$ cat src/rtl/in_pin_conditioner.sv
// Pad input front end: synchroniser, per-pin debounce and edge detect feeding the pin mux. Latency SyncStages+DebounceCycles
// edges (debounced) or SyncStages+1 (bypass); no backpressure. Define IN_PIN_COND_GLITCH_CNT_EN for per-pin glitch counters.
module in_pin_conditioner #(
  parameter int unsigned        NumPins        = 5,
  parameter int unsigned        SyncStages     = 2,
  parameter int unsigned        DebounceCycles = 16,
  parameter logic [NumPins-1:0] ResetVal       = 5'b00111
) (
  input  logic                 clk_i,
  input  logic                 rst_i,
  input  logic [NumPins-1:0]   pins_i,
  input  logic [NumPins-1:0]   debounce_en_i,
  output logic [NumPins-1:0]   pins_o,
  output logic [NumPins-1:0]   rise_o,
  output logic [NumPins-1:0]   fall_o,
  input  logic                 glitch_clr_i,
  output logic [NumPins*8-1:0] glitch_cnt_o
);

  localparam int unsigned     CntW    = $clog2(DebounceCycles + 1);
  localparam logic [CntW-1:0] CntLast = CntW'(DebounceCycles - 1);

  logic [SyncStages-1:0][NumPins-1:0] sync_q, sync_d;
  logic [NumPins-1:0]                 sync_lvl;

  logic [NumPins-1:0]           stable_q, stable_d;
  logic [NumPins-1:0][CntW-1:0] cnt_q, cnt_d;
  logic [NumPins-1:0]           rise_q, fall_q;
  logic [NumPins-1:0]           glitch_evt;

  always_comb begin
    sync_d    = sync_q;
    sync_d[0] = pins_i;
    for (int i = 1; i < SyncStages; i++) begin
      sync_d[i] = sync_q[i-1];
    end
  end

  assign sync_lvl = sync_q[SyncStages-1];

  always_ff @(posedge clk_i or posedge rst_i) begin
    if (rst_i) begin
      sync_q <= {SyncStages{ResetVal}};
    end else begin
      sync_q <= sync_d;
    end
  end

  always_comb begin
    stable_d   = stable_q;
    cnt_d      = '0;
    glitch_evt = '0;
    for (int n = 0; n < NumPins; n++) begin
      if (!debounce_en_i[n]) begin
        stable_d[n] = sync_lvl[n];
      end else if (sync_lvl[n] == stable_q[n]) begin
        // Level returned before the count completed: that excursion was a glitch.
        glitch_evt[n] = (cnt_q[n] != '0);
      end else if (cnt_q[n] == CntLast) begin
        stable_d[n] = sync_lvl[n];
      end else begin
        cnt_d[n] = cnt_q[n] + CntW'(1);
      end
    end
  end

  always_ff @(posedge clk_i or posedge rst_i) begin
    if (rst_i) begin
      stable_q <= ResetVal;
      cnt_q    <= '0;
      rise_q   <= '0;
      fall_q   <= '0;
    end else begin
      stable_q <= stable_d;
      cnt_q    <= cnt_d;
      rise_q   <= stable_d & ~stable_q;
      fall_q   <= ~stable_d & stable_q;
    end
  end

  assign pins_o = stable_q;
  assign rise_o = rise_q;
  assign fall_o = fall_q;

`ifdef IN_PIN_COND_GLITCH_CNT_EN
  logic [NumPins-1:0][7:0] glitch_q, glitch_d;

  always_comb begin
    glitch_d = glitch_q;
    for (int n = 0; n < NumPins; n++) begin
      if (glitch_clr_i) begin
        glitch_d[n] = '0;
      end else if (glitch_evt[n] && (glitch_q[n] != 8'hFF)) begin
        glitch_d[n] = glitch_q[n] + 8'd1;
      end
    end
  end

  always_ff @(posedge clk_i or posedge rst_i) begin
    if (rst_i) begin
      glitch_q <= '0;
    end else begin
      glitch_q <= glitch_d;
    end
  end

  assign glitch_cnt_o = glitch_q;
`else
  logic unused_glitch;
  assign unused_glitch = ^{glitch_clr_i, glitch_evt};
  assign glitch_cnt_o  = '0;
`endif

endmodule

$ cat config.mk
export PLATFORM = sky130hd
export DESIGN_NAME = in_pin_conditioner
export DESIGN_NICKNAME = d
export VERILOG_FILES = /design/src/rtl/in_pin_conditioner.sv
export SDC_FILE = /design/constraint.sdc
export NUM_CORES = 1
export LEC_CHECK = 0
export CORE_MARGIN = 3
export CORE_UTILIZATION = 40
export CTS_BUF_LIST = sky130_fd_sc_hd__clkbuf_2 sky130_fd_sc_hd__clkbuf_4 sky130_fd_sc_hd__clkbuf_8
export CTS_CLUSTER_DIAMETER = 120
export DETAILED_ROUTE_END_ITERATION = 8
export PLACE_DENSITY_LB_ADDON = 0.05
export RECOVER_POWER = 100
export SLEW_MARGIN = 15
export SYNTH_ARGS = -nofsm -noshare
export SYNTH_HDL_FRONTEND = slang
export SYNTH_SLANG_ARGS = --single-unit
$ cat constraint.sdc
create_clock -name clk_i -period 1.54 [get_ports clk_i]
set_input_delay 0.154 -clock clk_i [delete_from_list [all_inputs] [get_ports clk_i]]
set_output_delay 0.154 -clock clk_i [all_outputs]
set_load 0.02 [all_outputs]
# Yosys cells after proc, flatten, opt, wreduce, memory -nomap -nowiden
# Index checks and enable logic that the tools add are counted.
# classes
add_sub_neg	5
n_eq_ne	10
n_mux	30
bitwise	4
# op_table
cell	n
5-bit two-way mux	15
5-bit by 1-bit adder with 5-bit output, second input constant	5
5-bit by 4-bit == test with 1-bit output, second input constant	5
1-bit two-way mux	15
5-bit bitwise AND	2
5-bit NOT	2
1-bit == test	5
# word_totals
regBits	50
out_inout_bits	55
word_cells	59

# Longest topological paths before layout
# depth
depth_word	6
mapped_depth	4
depth_no_buf	4

# Least setup slack after synthesis
# OpenSTA, ideal clock, no wires.
# synth_timing
path_kind	register to register
start	reg cnt_q[15] (netlist bit)
end	reg stable_q[3] (netlist: pins_o[3])
setup_ps	125
t_arrival_ps	1134
t_required_ps	1415
slack_ps	281
path_stages_with_launch	5
n_path_buf	0
synth_period_minus_slack_ps	1259
cell_sequence	dfrtp_1 -> ha_1 -> nand4b_1 -> nand2_1 -> mux2_2
# synth_via
elab_chain_cells	4
# synth_rtl
element	line_no	rtl
from (decl)	27	logic [NumPins-1:0][CntW-1:0] cnt_q, cnt_d;
from (signal assigned)	75	cnt_q <= cnt_d;
5-bit by 4-bit == test with 1-bit output	59	end else if (cnt_q[n] == CntLast) begin
1-bit two-way mux	59	
1-bit two-way mux	56	end else if (sync_lvl[n] == stable_q[n]) begin
1-bit two-way mux	54	if (!debounce_en_i[n]) begin
via stable_d[3]	26	logic [NumPins-1:0] stable_q, stable_d;
to (signal assigned)	69	stable_q <= ResetVal;
to (signal assigned)	74	stable_q <= stable_d;
to (decl)	26	
# The timed path passes the listed nets, and every way through them passes these cells.

# Worst setup path after layout
# layout_timing
start	reg rise_q[2] (netlist: rise_o[2])
end	out rise_o[2]
# layout_rtl
element	line_no	rtl
from (decl)	28	logic [NumPins-1:0] rise_q, fall_q;
from (signal assigned)	76	rise_q <= stable_d & ~stable_q;
to (decl)	14	output logic [NumPins-1:0] rise_o,
# No word-level cell between the ends.

==> run summary <==
## Critical path
- dlygate4sd3_1 — cells along the critical path
- buffers and inverters — kind of cell adding the most delay to the critical path
- 0.64 ns — delay of the slowest cell on the worst path
- reg2out — type of the worst setup path
- 1.31 ns — worst path arrival time
- flop — launching element type of the critical path
- 1.39 ns — Req. time, crit path
- 1 — count of buffer and inverter cells on the critical path
- 1 — critical path peak fanout
- sky130_fd_sc_hd__dlygate4sd3_1 — cell at the slowest stage of the critical path
- output pin — kind of capture point of the worst setup path

## Synth
- 2.96% — mux share of post-synthesis cell area
- 50 — synthesis-stage register bit count
- 2.96% — area fraction in compound gates after synthesis
- 198 — number of standard cells after synthesis
- 24 — number of distinct library cells after synthesis
- 55.3% — register area share after synthesis
- 0 — total of warnings raised by yosys
- simple AND/OR/NAND/NOR gates — main combinational cell family by area after synthesis
- 2280 µm² — mapped cell area
- 3.84% — xor and xnor fraction of the mapped netlist area
- 2.74% — adder-cell share of the synthesized area
- 11.5 µm² — mean instance size in the synthesized netlist
- 18.5% — simple logic cell fraction of the synthesized area

## CTS
- 0.29 ns — clk_lat worst skew
- yes — CTS tree
- 2 — deepest clock path buffer count
- 2 — maximum level of the CTS H-tree
- sky130_fd_sc_hd__clkbuf_8 — clock root cell
- 0 — post-CTS setup buffer count
- 50 — clock sink count
- 0.08 ns — clock slew seen by the registers of the worst setup and hold paths
- 5 — number of buffers inserted during clock tree synthesis

## Routing
- 4.46 — Vias per Instance
- 12.0 µm — detail-routed net length per standard cell
- 0 — DRC errors left
- 1,342 — overall via count from detail_route
- 0 — antenna viol nets, final
- 67 — 1st-iter DRT viols
- 4 — DRT Pass-1 Iters
- 3.61 mm — Routed WL

## Timing
- 0 — final hold viol count
- 1.09 ns — Worst-Margin Slew
- 0 — final count of negative-setup-slack endpoints
- false — setup repair after global routing missed its margin
- 1.47 ns — time the final worst path needs with I/O delays and setup
- 0 — final-report max-slew violation count
- 0 ns — setup tns final
- 95.3% — period utilisation layout
- 682 MHz — highest achievable clock rate
- 0.00566 ns — largest clock skew in the final design
- 27.5% — Max transition margin

## Global route
- 0 — Overflow after GRT
- 12.5% — global router's overall resource usage
- 1,332 — vias in the first global route
- 0 — initial antenna violation count
- 6.32 mm — first-pass GRT wire length
- 51 — maximum number of pins on one net before global-route repair

## Outcome
- completed — status

## Die
- 43.0% — starting density of the core
- 81.5 µm — die height
- 6640 µm² — die area
- 68 — I/O pins
- 26 — placement row count
- 81.5 µm — x dimension of the die
- 5300 µm² — core box area

## Job
- 0 — maxcap violations

## Layout
- 249 — number of nets in the layout
- 6.06% — share of cells above drive strength 1
- 10.5% — Area growth syn-to-layout
- 301 — Final Non-Filler Cells
- 0 — diodes inserted
- 510 — total of fill cells in the finished design

## Place
- 294 — Inst Count DP
- 26 — number of buffer cells added on primary ports
- 0.725 — RD Place Congestion
- 2.65 mm — Post-DP HPWL

## Power
- 990 nW/µm² — power density of the placed cells
- 1.16 nW — leakage
- 0.464 mV — IR Drop Worst-Case VDD

## Hold path
- reg2reg — type of the tightest min-delay check

cell usage after synthesis:
cell type                  instances  area share (%)
sky130_fd_sc_hd__mux2_2            2            0.99
sky130_fd_sc_hd__mux2_4            3             2.0
sky130_fd_sc_hd__nand3_2           3             1.3
sky130_fd_sc_hd__inv_1             2            0.33
sky130_fd_sc_hd__nand3_1           6             1.3
sky130_fd_sc_hd__nor3b_1          10             3.3
sky130_fd_sc_hd__nand2b_1          8             2.2
sky130_fd_sc_hd__o21ai_0           1            0.22
sky130_fd_sc_hd__xnor2_1           5             1.9
sky130_fd_sc_hd__dfrtp_1          41              45
sky130_fd_sc_hd__conb_1            1            0.16
sky130_fd_sc_hd__nand2_1          19             3.1
sky130_fd_sc_hd__o21a_1            3            0.99
sky130_fd_sc_hd__and3_1            1            0.27
sky130_fd_sc_hd__a311oi_1          1            0.38
sky130_fd_sc_hd__xor2_1            5             1.9
sky130_fd_sc_hd__dfstp_2           9              10
sky130_fd_sc_hd__nor3_1            3            0.66
sky130_fd_sc_hd__nor2_1           15             2.5
sky130_fd_sc_hd__ha_1              5             2.7
sky130_fd_sc_hd__a31oi_1           5             1.4
sky130_fd_sc_hd__buf_4            40              13
sky130_fd_sc_hd__nand4b_1          6             2.3
sky130_fd_sc_hd__and3b_1           4             1.5
layout make-up:
class | instances | area [µm²] | area share [%]
clock buffers | 7 | 83.8 | 3.33
inverters | 2 | 7.51 | 0.298
multi-input cells | 145 | 831 | 33.0
flip-flops and latches | 50 | 1260 | 50.1
well taps | 70 | 87.6 | 3.47
repair buffers | 27 | 249 | 9.88
cell usage in the layout, fill, tap and decap left out, drive strengths merged, types with 6 or more instances in the layout:
master / count
nor3b: 10
nand4b: 6
conb: 40
dfstp: 9
nand3: 9
nor2: 15
nand2: 19
clkbuf: 9
dfrtp: 41
nand2b: 8
dlygate4sd3: 10
clkdlybuf4s50: 11
layer usage:
layer	global-route usage (%)	share of wire, %	vias to the layer above
met3	4.71	5.6	2
met5	0	0	-
met2	19.4	50	37
met4	4.56	0.75	0
met1	16.0	43	657
li1	-	-	646
worst reg2reg max path, delay by kind of cell, from the launching register on:
kind,cells,cell delay [ns]
fa+ha+maj,1,0.25
simple gates,2,0.32
flops,1,0.40
mux,1,0.33
path summary, 6_finish.rpt:
check | from | end | slack (ns) | depth (start not counted)
min | sync_d[6] | sync_lvl[1] | 0.37 | 0
min reg2reg | sync_d[6] | sync_lvl[1] | 0.37 | 0
max in group asynchronous | rst_i | cnt_q[1] | 0.37 | 3
min in group asynchronous | rst_i | cnt_q[10] | 0.51 | 3
max | rise_o[2] | rise_o[2] | 0.07 | 1
max reg2reg | cnt_q[20] | pins_o[4] | 0.13 | 4
power by group:
part           switching [mW]  total, mW  internal (mW)  leakage, nW
Sequential             0.0530       1.44           1.38        0.640
Clock                   0.388      0.737          0.349       0.0452
Combinational           0.214      0.321          0.106        0.471
what timing repair did:
action	4_1_cts	5_1_grt
setup endpoints to repair	3	2
pin swaps	0	0
hold buffers	0	0
resized for setup	3	2
flip-flops by register name (all words and copies together), names as in the netlist:
register,flops
rise_o,5
sync_d,5
pins_o,5
cnt_q,25
sync_lvl,5
fall_o,5
metrics by stage:
step | instance area, µm² | total power, mW | worst slack (ns) | utilization [%] | hold slack (ns)
finish | 2520 | 2.50 | 0.0731 | 47.5 | 0.366
global route | 2520 | 2.65 | 0.0230 | 47.5 | 0.370
CTS | 2570 | 2.57 | 0.0177 | 48.6 | 0.213
detailed placement | 2490 | 1.82 | 0.146 | 47.1 | 0.349
global placement | 2490 | 1.81 | 0.187 | 47.1 | 0.346
floorplan | 2430 | 1.77 | 0.200 | - | 0.158
kinds of logic after synthesis:
family	Yosys count
other	1
muxes	5
DFF	50
and+or+nand+nor	75
buffers and inverters	42
xor gates and xnor gates	10
adders and majority gates	5
AOI/OAI and AO/OA	10
Note: power is estimated with default switching activity, not from simulation.
